--- config.mk ---
export PLATFORM = sky130hd
export DESIGN_NAME = vga_pattern_gen
export DESIGN_NICKNAME = d
export VERILOG_FILES = /design/src/rtl/vga_pkg.sv /design/src/rtl/vga_timing.sv /design/src/rtl/vga_pattern_gen.sv
export SDC_FILE = /design/constraint.sdc
export NUM_CORES = 1
export LEC_CHECK = 0
export ABC_AREA = 0
export BUFFER_PORTS_ARGS = -buffer_cell sky130_fd_sc_hd__buf_2
export CORE_ASPECT_RATIO = 0.8
export CORE_MARGIN = 3
export CORE_UTILIZATION = 50
export DETAILED_ROUTE_END_ITERATION = 16
export GPL_ROUTABILITY_DRIVEN = 1
export PLACE_DENSITY = 0.69
export SYNTH_ARGS = -nofsm -noshare
export SYNTH_HDL_FRONTEND = slang
export SYNTH_HIERARCHICAL = 1
export SYNTH_SLANG_ARGS = --single-unit
export TNS_END_PERCENT = 10
--- constraint.sdc ---
create_clock -name clk -period 5.49 [get_ports clk]
set_clock_uncertainty 0.2 [all_clocks]
set_input_delay 1.098 -clock clk [delete_from_list [all_inputs] [get_ports clk]]
set_output_delay 1.098 -clock clk [all_outputs]
set_load 0.1 [all_outputs]
--- src/rtl/vga_pkg.sv ---
// Shared pattern-mode codes and colour-bar lookup for the VGA pattern generator.
package vga_pkg;

   localparam logic [2:0] PAT_BARS    = 3'd0;
   localparam logic [2:0] PAT_CHECKER = 3'd1;
   localparam logic [2:0] PAT_HGRAY   = 3'd2;
   localparam logic [2:0] PAT_VGRAY   = 3'd3;
   localparam logic [2:0] PAT_WHITE   = 3'd4;
   localparam logic [2:0] PAT_BOX     = 3'd5;
   localparam logic [2:0] PAT_RED     = 3'd6;
   localparam logic [2:0] PAT_BLACK   = 3'd7;

   // Per-channel on/off {r,g,b}; the caller replicates each bit to COLOR_W.
   function automatic logic [2:0] bar_rgb(input logic [2:0] idx);
      logic [2:0] rgb;
      case (idx)
         3'd0:    rgb = 3'b111;
         3'd1:    rgb = 3'b110;
         3'd2:    rgb = 3'b011;
         3'd3:    rgb = 3'b010;
         3'd4:    rgb = 3'b101;
         3'd5:    rgb = 3'b100;
         3'd6:    rgb = 3'b001;
         default: rgb = 3'b000;
      endcase
      return rgb;
   endfunction

endpackage

--- src/rtl/vga_timing.sv ---
// Pixel-clock divider, horizontal/vertical counters and combinational sync/de flags.
module vga_timing #(
   parameter int CLK_DIV  = 5,
   parameter int H_ACTIVE = 640,
   parameter int H_FP     = 16,
   parameter int H_SYNC   = 96,
   parameter int H_BP     = 48,
   parameter int V_ACTIVE = 480,
   parameter int V_FP     = 10,
   parameter int V_SYNC   = 2,
   parameter int V_BP     = 33,
   parameter bit SYNC_POL = 1'b0,
   localparam int H_TOTAL = H_ACTIVE + H_FP + H_SYNC + H_BP,
   localparam int V_TOTAL = V_ACTIVE + V_FP + V_SYNC + V_BP,
   localparam int HW      = $clog2(H_TOTAL),
   localparam int VW      = $clog2(V_TOTAL)
) (
   input  logic          clk,
   input  logic          rst,
   output logic          pe,
   output logic [HW-1:0] h_cnt,
   output logic [VW-1:0] v_cnt,
   output logic          hs,
   output logic          vs,
   output logic          de,
   output logic          first,
   output logic          last
);

   localparam int DW = (CLK_DIV > 1) ? $clog2(CLK_DIV) : 1;

   logic [DW-1:0] cnt_div;

   assign pe = (CLK_DIV == 1) ? 1'b1 : (cnt_div == DW'(CLK_DIV - 1));

   always_ff @(posedge clk or posedge rst) begin
      if (rst)     cnt_div <= '0;
      else if (pe) cnt_div <= '0;
      else         cnt_div <= cnt_div + DW'(1);
   end

   always_ff @(posedge clk or posedge rst) begin
      if (rst) begin
         h_cnt <= '0;
         v_cnt <= '0;
      end else if (pe) begin
         if (h_cnt == HW'(H_TOTAL - 1)) begin
            h_cnt <= '0;
            v_cnt <= (v_cnt == VW'(V_TOTAL - 1)) ? '0 : v_cnt + VW'(1);
         end else begin
            h_cnt <= h_cnt + HW'(1);
         end
      end
   end

   // 32-bit compares so a sync window ending exactly at a power of two cannot overflow.
   assign hs = ((32'(h_cnt) >= H_ACTIVE + H_FP) && (32'(h_cnt) < H_ACTIVE + H_FP + H_SYNC))
               ? SYNC_POL : ~SYNC_POL;
   assign vs = ((32'(v_cnt) >= V_ACTIVE + V_FP) && (32'(v_cnt) < V_ACTIVE + V_FP + V_SYNC))
               ? SYNC_POL : ~SYNC_POL;
   assign de    = (32'(h_cnt) < H_ACTIVE) && (32'(v_cnt) < V_ACTIVE);
   assign first = (h_cnt == '0) && (v_cnt == '0);
   assign last  = (32'(h_cnt) == H_TOTAL - 1) && (32'(v_cnt) == V_TOTAL - 1);

endmodule

--- src/rtl/vga_pattern_gen.sv ---
// Parametrised VGA timing and test-pattern source with registered, mutually aligned outputs.
module vga_pattern_gen
   import vga_pkg::*;
#(
   parameter int CLK_DIV  = 5,
   parameter int H_ACTIVE = 640,
   parameter int H_FP     = 16,
   parameter int H_SYNC   = 96,
   parameter int H_BP     = 48,
   parameter int V_ACTIVE = 480,
   parameter int V_FP     = 10,
   parameter int V_SYNC   = 2,
   parameter int V_BP     = 33,
   parameter bit SYNC_POL = 1'b0,
   parameter int COLOR_W  = 4,
   parameter int BOX_SIZE = 32
) (
   input  logic               clk,
   input  logic               rst,
   input  logic [2:0]         pattern_select,
   output logic               o_hs,
   output logic               o_vs,
   output logic               o_de,
   output logic [COLOR_W-1:0] o_r_data,
   output logic [COLOR_W-1:0] o_g_data,
   output logic [COLOR_W-1:0] o_b_data,
   output logic [10:0]        o_pix_x,
   output logic [9:0]         o_pix_y,
   output logic               o_frame_start
);

   localparam int H_TOTAL = H_ACTIVE + H_FP + H_SYNC + H_BP;
   localparam int V_TOTAL = V_ACTIVE + V_FP + V_SYNC + V_BP;
   localparam int HW      = $clog2(H_TOTAL);
   localparam int VW      = $clog2(V_TOTAL);
   localparam int BAR_W   = (H_ACTIVE >= 8) ? H_ACTIVE / 8 : 1;
   localparam int BOX_Y   = (V_ACTIVE - BOX_SIZE) / 2;
   localparam logic [COLOR_W-1:0] MAX_C = '1;

   logic          pe, hs, vs, de, first, last;
   logic [HW-1:0] h_cnt;
   logic [VW-1:0] v_cnt;

   vga_timing #(
      .CLK_DIV (CLK_DIV),
      .H_ACTIVE(H_ACTIVE),
      .H_FP    (H_FP),
      .H_SYNC  (H_SYNC),
      .H_BP    (H_BP),
      .V_ACTIVE(V_ACTIVE),
      .V_FP    (V_FP),
      .V_SYNC  (V_SYNC),
      .V_BP    (V_BP),
      .SYNC_POL(SYNC_POL)
   ) u_timing (
      .clk  (clk),
      .rst  (rst),
      .pe   (pe),
      .h_cnt(h_cnt),
      .v_cnt(v_cnt),
      .hs   (hs),
      .vs   (vs),
      .de   (de),
      .first(first),
      .last (last)
   );

   logic [2:0]    pat_latch, pat_cur;
   logic [HW-1:0] box_x;

   // Bypass lets the first pixel of a frame already use the newly sampled mode.
   assign pat_cur = first ? pattern_select : pat_latch;

   always_ff @(posedge clk or posedge rst) begin
      if (rst)               pat_latch <= '0;
      else if (pe && first)  pat_latch <= pattern_select;
   end

   // Stepping on the last pixel makes the new position valid from the frame's first pixel.
   always_ff @(posedge clk or posedge rst) begin
      if (rst) begin
         box_x <= '0;
      end else if (pe && last) begin
         box_x <= (32'(box_x) >= H_ACTIVE - BOX_SIZE) ? '0 : box_x + HW'(1);
      end
   end

   logic [31:0]        x32, y32, bar_idx, gray_h, gray_v;
   logic               in_box, use_gray;
   logic [2:0]         flags;
   logic [COLOR_W-1:0] gray, r_c, g_c, b_c;

   always_comb begin
      x32      = 32'(h_cnt);
      y32      = 32'(v_cnt);
      bar_idx  = x32 / BAR_W;
      gray_h   = x32 >> 5;
      gray_v   = y32 >> 5;
      in_box   = (x32 >= 32'(box_x)) && (x32 < 32'(box_x) + BOX_SIZE) &&
                 (y32 >= BOX_Y) && (y32 < BOX_Y + BOX_SIZE);
      flags    = 3'b000;
      use_gray = 1'b0;
      gray     = '0;
      case (pat_cur)
         PAT_BARS:    flags = (bar_idx < 8) ? bar_rgb(bar_idx[2:0]) : 3'b000;
         PAT_CHECKER: flags = {3{x32[5] ^ y32[5]}};
         PAT_HGRAY: begin
            use_gray = 1'b1;
            gray     = (gray_h > 32'(MAX_C)) ? MAX_C : gray_h[COLOR_W-1:0];
         end
         PAT_VGRAY: begin
            use_gray = 1'b1;
            gray     = (gray_v > 32'(MAX_C)) ? MAX_C : gray_v[COLOR_W-1:0];
         end
         PAT_WHITE:   flags = 3'b111;
         PAT_BOX:     flags = in_box ? 3'b111 : 3'b001;
         PAT_RED:     flags = 3'b100;
         default:     flags = 3'b000;
      endcase
      r_c = use_gray ? gray : {COLOR_W{flags[2]}};
      g_c = use_gray ? gray : {COLOR_W{flags[1]}};
      b_c = use_gray ? gray : {COLOR_W{flags[0]}};
   end

   always_ff @(posedge clk or posedge rst) begin
      if (rst) begin
         o_hs          <= ~SYNC_POL;
         o_vs          <= ~SYNC_POL;
         o_de          <= 1'b0;
         o_r_data      <= '0;
         o_g_data      <= '0;
         o_b_data      <= '0;
         o_pix_x       <= '0;
         o_pix_y       <= '0;
         o_frame_start <= 1'b0;
      end else begin
         o_frame_start <= pe && first;
         if (pe) begin
            o_hs     <= hs;
            o_vs     <= vs;
            o_de     <= de;
            o_r_data <= de ? r_c : '0;
            o_g_data <= de ? g_c : '0;
            o_b_data <= de ? b_c : '0;
            o_pix_x  <= 11'(h_cnt);
            o_pix_y  <= 10'(v_cnt);
         end
      end
   end

endmodule

==> flow_metrics.env, run 1 <==
export IMPL_netlist_area_um2=4507
export IMPL_synth_edff_count=0
export IMPL_n_antenna_cell=0
export IMPL_maxCapViolCount=0
export IMPL_syn_inst=471
export IMPL_crit_path_end_kind="flop"
export IMPL_remaining_drc_errors=0
export IMPL_hold_class="flop to flop"
export IMPL_holdWs_ns=0.2754
export IMPL_path_clk_slew_ns=0.06
export IMPL_vdd_drop_max_uv=183.1
export IMPL_synth_area_top_cells="dfrtp_1 39%, mux2_2 7.2%, ha_1 7.2%, inv_1 3.7%, o21ai_0 2.8%"
export IMPL_synth_area_leader_cell="dfrtp_1"
export IMPL_synth_main_ff_cell="dfrtp_1"
export IMPL_synth_commonest_cells="70 x dfrtp_1, 44 x inv_1, 33 x nand2_1, 29 x mux2_2"
export IMPL_dr_total_vias=3633
export IMPL_numCtsBuffers=9
export IMPL_swShare=0.2668
export IMPL_initial_core_util=0.5220
export IMPL_critPathRequiredTime_ns=5.47
export IMPL_yosysMostFrequentCell="dfrtp_1"
export IMPL_clk_latency_ns=0.34
export IMPL_post_place_ws_ns=1.895
export IMPL_wl_per_cell_um=16.72
export IMPL_critPathSlowestCell="dfrtp_1"
export IMPL_drv_slew=0
export IMPL_gp_congestion=0.8734
export IMPL_dp_hpwl_um=7145
export IMPL_p_comb_frac=0.100
export IMPL_syn_nets=502
export IMPL_setup_tns_ns=0
export IMPL_path_buf_inv=1
export IMPL_fp_dieH_um=90.92
export IMPL_ant_nets=0
export IMPL_first_pass_iters=7
export IMPL_die_area_um2=10200
export IMPL_crit_top_cell="nor4_1"
export IMPL_ys_warn_count=6
export IMPL_cp_top_family="simple AND/OR/NAND/NOR gates"
export IMPL_gr_usage_all_layers=0.2152
export IMPL_cts_tree="done"
export IMPL_min_period_ns=3.669
export IMPL_hold_buffers=0
export IMPL_viasPerCell=5.860
export IMPL_num_io_pins=42
export IMPL_postSynthAreaPerCell_um2=9.569
export IMPL_seqPwrFrac=0.434
export IMPL_outcome="completed"
export IMPL_synth_top_area_share=0.3887
export IMPL_clock_root_buffer="clkbuf_16"
export IMPL_power_density_nw_per_um2=250.6
export IMPL_die_width_um=112.1
export IMPL_timing_final_ws_setup_ns=1.821
export IMPL_power_w=0.001263
export IMPL_hold_viol_final=0
export IMPL_crit_chain="nor4_1 > nand4_1 > nor4_1 > buf_4 > mux2i_1 > and2_1 > nand3b_1 > o221ai_2 > nand2b_1 > o221ai_1"
export IMPL_crit_path_start_kind="flop"
export IMPL_routed_wl_um=10370
export IMPL_grt_overflow_total=0
export IMPL_internal_power_w=0.0009258
export IMPL_rsz0062_at_grt="no"
export IMPL_cpPeakStageDelay_ns=0.71
export IMPL_seq_area_frac_synth=0.4003
export IMPL_max_slew_margin=0.3167
export IMPL_clockBufferDepth=2
export IMPL_synth_seq_cells=72
export IMPL_grt_start_max_net_pins=50
export IMPL_crit_type="flop to flop"
export IMPL_post_route_util=0.5836
export IMPL_cts_setup_buffers=0
export IMPL_cts_sinks=72
export IMPL_coreArea_um2=8633
export IMPL_p_leak_nw=2.366
export IMPL_num_rows=30
export IMPL_period_share=0.6684
export IMPL_area_delta_synth_final_pct=11.80
export IMPL_drive_gt1_frac=0.2165
export IMPL_finalSetupViolCount=0
export IMPL_grt_pass1_vias=3575
export IMPL_nNetsFinal=534
export IMPL_ctsHtreeMaxLevel=3
export IMPL_power_frac_clock=0.466
export IMPL_cts_resized=0
export IMPL_worst_pin_slew_ns=1.024
export IMPL_ys_types=67
export IMPL_max_freq_mhz=272.5
export IMPL_io_buffers=40
export IMPL_antenna_found_initial=0
export IMPL_async_flop_share=1.000
export IMPL_first_iter_violations=333
export IMPL_cp_max_fo=31
export IMPL_arrival_ns=3.65
export IMPL_power_switching_w=0.0003369
export IMPL_grt_pass1_wl_um=17920
## layer usage
layer	share of wire	wire length, um	vias to the layer above	global-route usage
met3	0.059	611	15	0.04689
met4	0.016	163	0	0.06707
li1	-	-	1762	-
met2	0.45	4625	116	0.3224
met1	0.48	4969	1740	0.3109
met5	0	0	-	0
## flip-flops by register name, summed over array words and instances (netlist names)
signal / flops
o_hs: 1
o_pix_y: 10
o_g_data: 4
o_pix_x: 10
o_vs: 1
o_frame_start: 1
u_timing/h_cnt: 10
box_x: 10
u_timing/v_cnt: 10
o_de: 1
pat_latch: 3
o_r_data: 4
u_timing/cnt_div: 3
o_b_data: 4
## cells by family (layout without fill, tap and decap cells)
logic type / Yosys count / after routing / synth area share
fa+ha+maj: 26 / 26 / 0.07218
buf+inv: 68 / 105 / 0.06802
compound gates: 106 / 106 / 0.1705
mux: 30 / 30 / 0.07468
xor+xnor: 19 / 19 / 0.03692
other cells: 1 / 1 / 0.0008321
simple gates: 149 / 149 / 0.1766
flops: 72 / 72 / 0.4003
## layout make-up
cell class,count,area (um^2)
inverter,45,168.9
clock inverter,5,56.30
clock buffer,11,242.7
timing repair buffer,44,230.2
multi-input combinational,331,2396
sequential,72,1804
tap,112,140.1
fill,773,3595
## cells in the final DEF, fill, tap and decap left out, types with 5 or more instances in the layout
master / instances
nand4_1: 9
clkbuf_16: 9
nand2b_1: 7
o21ai_0: 25
ha_1: 26
xor2_1: 5
a21o_1: 5
nor4_1: 10
nor3_1: 6
dfrtp_1: 70
nand2_1: 33
nor2b_1: 7
nor2_1: 26
a21oi_1: 18
and2_1: 6
and3_1: 8
buf_2: 40
xnor2_1: 14
nand3_1: 16
o221ai_1: 11
inv_1: 43
mux2_2: 29
## per-stage QoR
stage               instances  area (um^2)
CTS                       620         5039
detailed placement        604         4740
global route              620         5039
floorplan                 471         4507
global placement          604         4740
finish                    620         5039
## path summary, 6_finish.rpt
kind                                                    start                       endpoint  cells past startpoint  slack [ns]
worst max-delay path            u_timing/h_cnt[8]$_DFFE_PP0P_        o_g_data[2]$_DFFE_PP0P_                     10        1.82
worst max register to register  u_timing/h_cnt[8]$_DFFE_PP0P_        o_g_data[2]$_DFFE_PP0P_                     10        1.82
worst min register to register  u_timing/cnt_div[0]$_DFF_PP0_  u_timing/cnt_div[0]$_DFF_PP0_                      1        0.28
worst min-delay path            u_timing/cnt_div[0]$_DFF_PP0_  u_timing/cnt_div[0]$_DFF_PP0_                      1        0.28
max in group asynchronous                                 rst        o_r_data[2]$_DFFE_PP0P_                      2        3.63
min in group asynchronous                                 rst  u_timing/v_cnt[0]$_DFFE_PP0P_                      2        0.76
## power by group through the flow
| stage | clock, W | sequential, W | combinational [W] |
|---|---|---|---|
| global placement | 0 | 0.000557 | 0.000125 |
| detailed placement | 0 | 0.000557 | 0.000127 |
| CTS | 0.000596 | 0.000548 | 0.000127 |
| finish | 0.000589 | 0.000548 | 0.000126 |
| floorplan | 0 | 0.000624 | 0.0000366 |
| global route | 0.000622 | 0.000549 | 0.000134 |
Power figures use the tool's default switching activity.
==> run 2: changes to the inputs <==
--- a/config.mk
+++ b/config.mk
@@ -5,14 +5,14 @@
 export SDC_FILE = /design/constraint.sdc
 export NUM_CORES = 1
 export LEC_CHECK = 0
-export ABC_AREA = 0
+export ABC_AREA = 1
 export BUFFER_PORTS_ARGS = -buffer_cell sky130_fd_sc_hd__buf_2
 export CORE_ASPECT_RATIO = 0.8
 export CORE_MARGIN = 3
 export CORE_UTILIZATION = 50
 export DETAILED_ROUTE_END_ITERATION = 16
 export GPL_ROUTABILITY_DRIVEN = 1
-export PLACE_DENSITY = 0.69
+export PLACE_DENSITY = 0.72
 export SYNTH_ARGS = -nofsm -noshare
 export SYNTH_HDL_FRONTEND = slang
 export SYNTH_HIERARCHICAL = 1
==> constraint.sdc (replaced) <==
create_clock -name clk -period 3.32 [get_ports clk]
set_clock_uncertainty 0.2 [all_clocks]
set_input_delay 0.664 -clock clk [delete_from_list [all_inputs] [get_ports clk]]
set_output_delay 0.664 -clock clk [all_outputs]
set_load 0.1 [all_outputs]
==> run 2 against run 1 <==
Effect of this change: sequential share of layout area rose by 0.97 points; utilization up 1.5 points; global-route usage increased by 0.54 points; synthesized area decreased by 2.9%; setup slack got worse by 1.5 ns; synthesized cell count is 21% higher; die area is 2.7% lower; largest cell class unchanged; largest power group is now registers.
==> flow_metrics.env, run 2 <==
export IMPL_outcome="completed"
export IMPL_synth_main_ff_cell="dfrtp_1"
export IMPL_seqPwrFrac=0.476
export IMPL_maxCapViolCount=0
export IMPL_initial_core_util=0.5337
export IMPL_hold_viol_final=0
export IMPL_final_cells=728
export IMPL_crit_path_end_kind="flop"
export IMPL_postSynthAreaPerCell_um2=7.652
export IMPL_crit_path_start_kind="flop"
export IMPL_async_flop_share=1.000
export IMPL_cts_setup_buffers=0
export IMPL_swShare=0.2781
export IMPL_grt_start_max_net_pins=50
export IMPL_die_area_um2=9919
export IMPL_vdd_drop_max_uv=319.0
export IMPL_crit_chain="nor2_1 > inv_1 > ha_1 > o21ai_2 > nand3_2 > nand2_1 > nand3_2 > nand2_2 > nand3_4 > nand2_1 > o21ai_1 > nand4_1 > nand3_2 > nand2_1 > nand2_1"
export IMPL_cpPeakStageDelay_ns=0.56
export IMPL_grt_overflow_total=0
export IMPL_p_comb_frac=0.102
export IMPL_critPathRequiredTime_ns=3.37
export IMPL_syn_nets=603
export IMPL_dr_total_vias=4018
export IMPL_ys_types=44
export IMPL_first_pass_iters=5
export IMPL_post_place_ws_ns=0.1414
export IMPL_rsz0062_at_grt="no"
export IMPL_antenna_found_initial=0
export IMPL_synth_top_area_share=0.4002
export IMPL_p_leak_nw=2.614
export IMPL_path_clk_slew_ns=0.08
export IMPL_internal_power_w=0.001370
export IMPL_ctsHtreeMaxLevel=3
export IMPL_io_buffers=40
export IMPL_nNetsFinal=646
export IMPL_period_share=0.9134
export IMPL_gp_congestion=0.9290
export IMPL_worst_pin_slew_ns=1.070
export IMPL_synth_edff_count=0
export IMPL_synth_area_leader_cell="dfrtp_1"
export IMPL_dp_hpwl_um=7649
export IMPL_wl_per_cell_um=14.41
export IMPL_hold_class="flop to flop"
export IMPL_clockBufferDepth=2
export IMPL_cp_max_fo=11
export IMPL_power_switching_w=0.0005276
export IMPL_crit_type="flop to flop"
export IMPL_setup_tns_ns=0
export IMPL_numCtsBuffers=9
export IMPL_clk_latency_ns=0.36
export IMPL_routed_wl_um=10490
export IMPL_cts_sinks=72
export IMPL_max_slew_margin=0.2865
export IMPL_synth_area_top_cells="dfrtp_1 40%, nand2_1 14%, ha_1 7.4%, inv_1 6.4%, nor2_1 3.9%"
export IMPL_max_freq_mhz=329.8
export IMPL_ant_nets=0
export IMPL_grt_pass1_wl_um=17650
export IMPL_num_io_pins=42
export IMPL_syn_inst=572
export IMPL_seq_area_frac_synth=0.4122
export IMPL_yosysMostFrequentCell="nand2_1"
export IMPL_num_rows=29
export IMPL_remaining_drc_errors=0
export IMPL_power_w=0.001897
export IMPL_fp_dieH_um=89.68
export IMPL_power_density_nw_per_um2=386.7
export IMPL_gr_usage_all_layers=0.2206
export IMPL_crit_top_cell="nand2_1"
export IMPL_finalSetupViolCount=0
export IMPL_netlist_area_um2=4377
export IMPL_viasPerCell=5.519
export IMPL_clock_root_buffer="clkbuf_8"
export IMPL_placedCellCount=712
export IMPL_synth_seq_cells=72
export IMPL_min_period_ns=3.032
export IMPL_n_antenna_cell=0
export IMPL_grt_pass1_vias=3746
export IMPL_area_delta_synth_final_pct=12.09
export IMPL_synth_commonest_cells="164 x nand2_1, 75 x inv_1, 70 x dfrtp_1, 46 x nor2_1, 34 x nand3_1"
export IMPL_drive_gt1_frac=0.1435
export IMPL_mostFrequentLayoutCell="nand2_1"
export IMPL_drv_slew=0
export IMPL_coreArea_um2=8200
export IMPL_ys_warn_count=6
export IMPL_first_iter_violations=350
export IMPL_die_width_um=110.6
export IMPL_power_frac_clock=0.422
export IMPL_most_common_layout_cells="164 x nand2_1, 74 x inv_1, 70 x dfrtp_1"
export IMPL_cts_tree="done"
export IMPL_critPathSlowestCell="dfrtp_1"
export IMPL_timing_final_ws_setup_ns=0.2877
export IMPL_arrival_ns=3.08
-- run 2: cell types whose count changed after synthesis, sizes merged, moves of 9 or more --
cell | before | now
mux2 | 29 | 0
nand3 | 17 | 39
xnor2 | 14 | 2
buf | 17 | 4
and3 | 10 | 1
nor2 | 26 | 49
nor3 | 7 | 16
nand2 | 33 | 173
o221ai | 12 | 0
inv | 45 | 78
-- run 2: final cells by class --
cell class / instances / area [um^2]
clock buffer: 11 / 141.4
fill: 750 / 3294
sequential: 72 / 1804
multi-input combinational: 411 / 2227
inverter: 79 / 296.5
clock inverter: 5 / 86.33
tap: 108 / 135.1
timing repair buffer: 42 / 215.2
-- run 2: worst paths after layout --
kind	slack (ns)	from	end	cells past startpoint
max	0.29	u_timing/h_cnt[8]$_DFFE_PP0P_	o_b_data[0]$_DFFE_PP0P_	15
max in group asynchronous	1.87	rst	o_pix_x[0]$_DFFE_PP0P_	2
max reg2reg	0.29	u_timing/h_cnt[8]$_DFFE_PP0P_	o_b_data[0]$_DFFE_PP0P_	15
min reg2reg	0.26	u_timing/cnt_div[0]$_DFF_PP0_	u_timing/cnt_div[0]$_DFF_PP0_	1
min in group asynchronous	0.30	rst	u_timing/v_cnt[4]$_DFFE_PP0P_	2
min	0.26	u_timing/cnt_div[0]$_DFF_PP0_	u_timing/cnt_div[0]$_DFF_PP0_	1
-- run 2: per-stage QoR --
step | hold slack, ns | area (um^2) | utilization
detailed placement | 0.2550 | 4673 | 0.5699
CTS | 0.2648 | 4901 | 0.5977
finish | 0.2589 | 4906 | 0.5983
global route | 0.2912 | 4906 | 0.5983
global placement | 0.2474 | 4673 | 0.5699
floorplan | 0.2322 | 4377 | -
-- run 2: metal layers --
layer  vias up  GRT usage  part of all wire
met5         -          0                 0
met4         0    0.07718             0.017
met3        22    0.05157             0.067
met1      1878     0.2924              0.46
met2       162     0.3623              0.45
li1       1956          -                 -
-- run 2: cell families after synthesis --
logic type               after synthesis  share of synthesized area
adder cells (fa/ha/maj)               26                    0.07433
buffers and inverters                 89                    0.08004
XOR/XNOR                              10                    0.02001
flip-flops                            72                     0.4122
other                                  1                  0.0008568
AND/OR/NAND/NOR                      301                     0.3105
AO/OA/AOI/OAI                         73                     0.1021
-- run 2: power groups by stage --
stage	Clock (W)	Sequential [W]	Combinational, W
floorplan	0	0.00103	0.0000490
global placement	0	0.000919	0.000192
detailed placement	0	0.000920	0.000195
CTS	0.000818	0.000903	0.000195
global route	0.000868	0.000905	0.000204
finish	0.000801	0.000903	0.000193
-- run 2: critical path, delay by kind of cell, from the launching register on --
kind                     cells  cell delay, ns
AO/OA/AOI/OAI                2            0.39
adder cells (fa/ha/maj)      1            0.30
buffers and inverters        1            0.08
flip-flops                   1            0.56
AND/OR/NAND/NOR             11            1.40
-- run 2: repair_timing --
action	CTS	global route
gates resized for setup	0	1
hold buffers	0	0
setup endpoints to repair	0	12
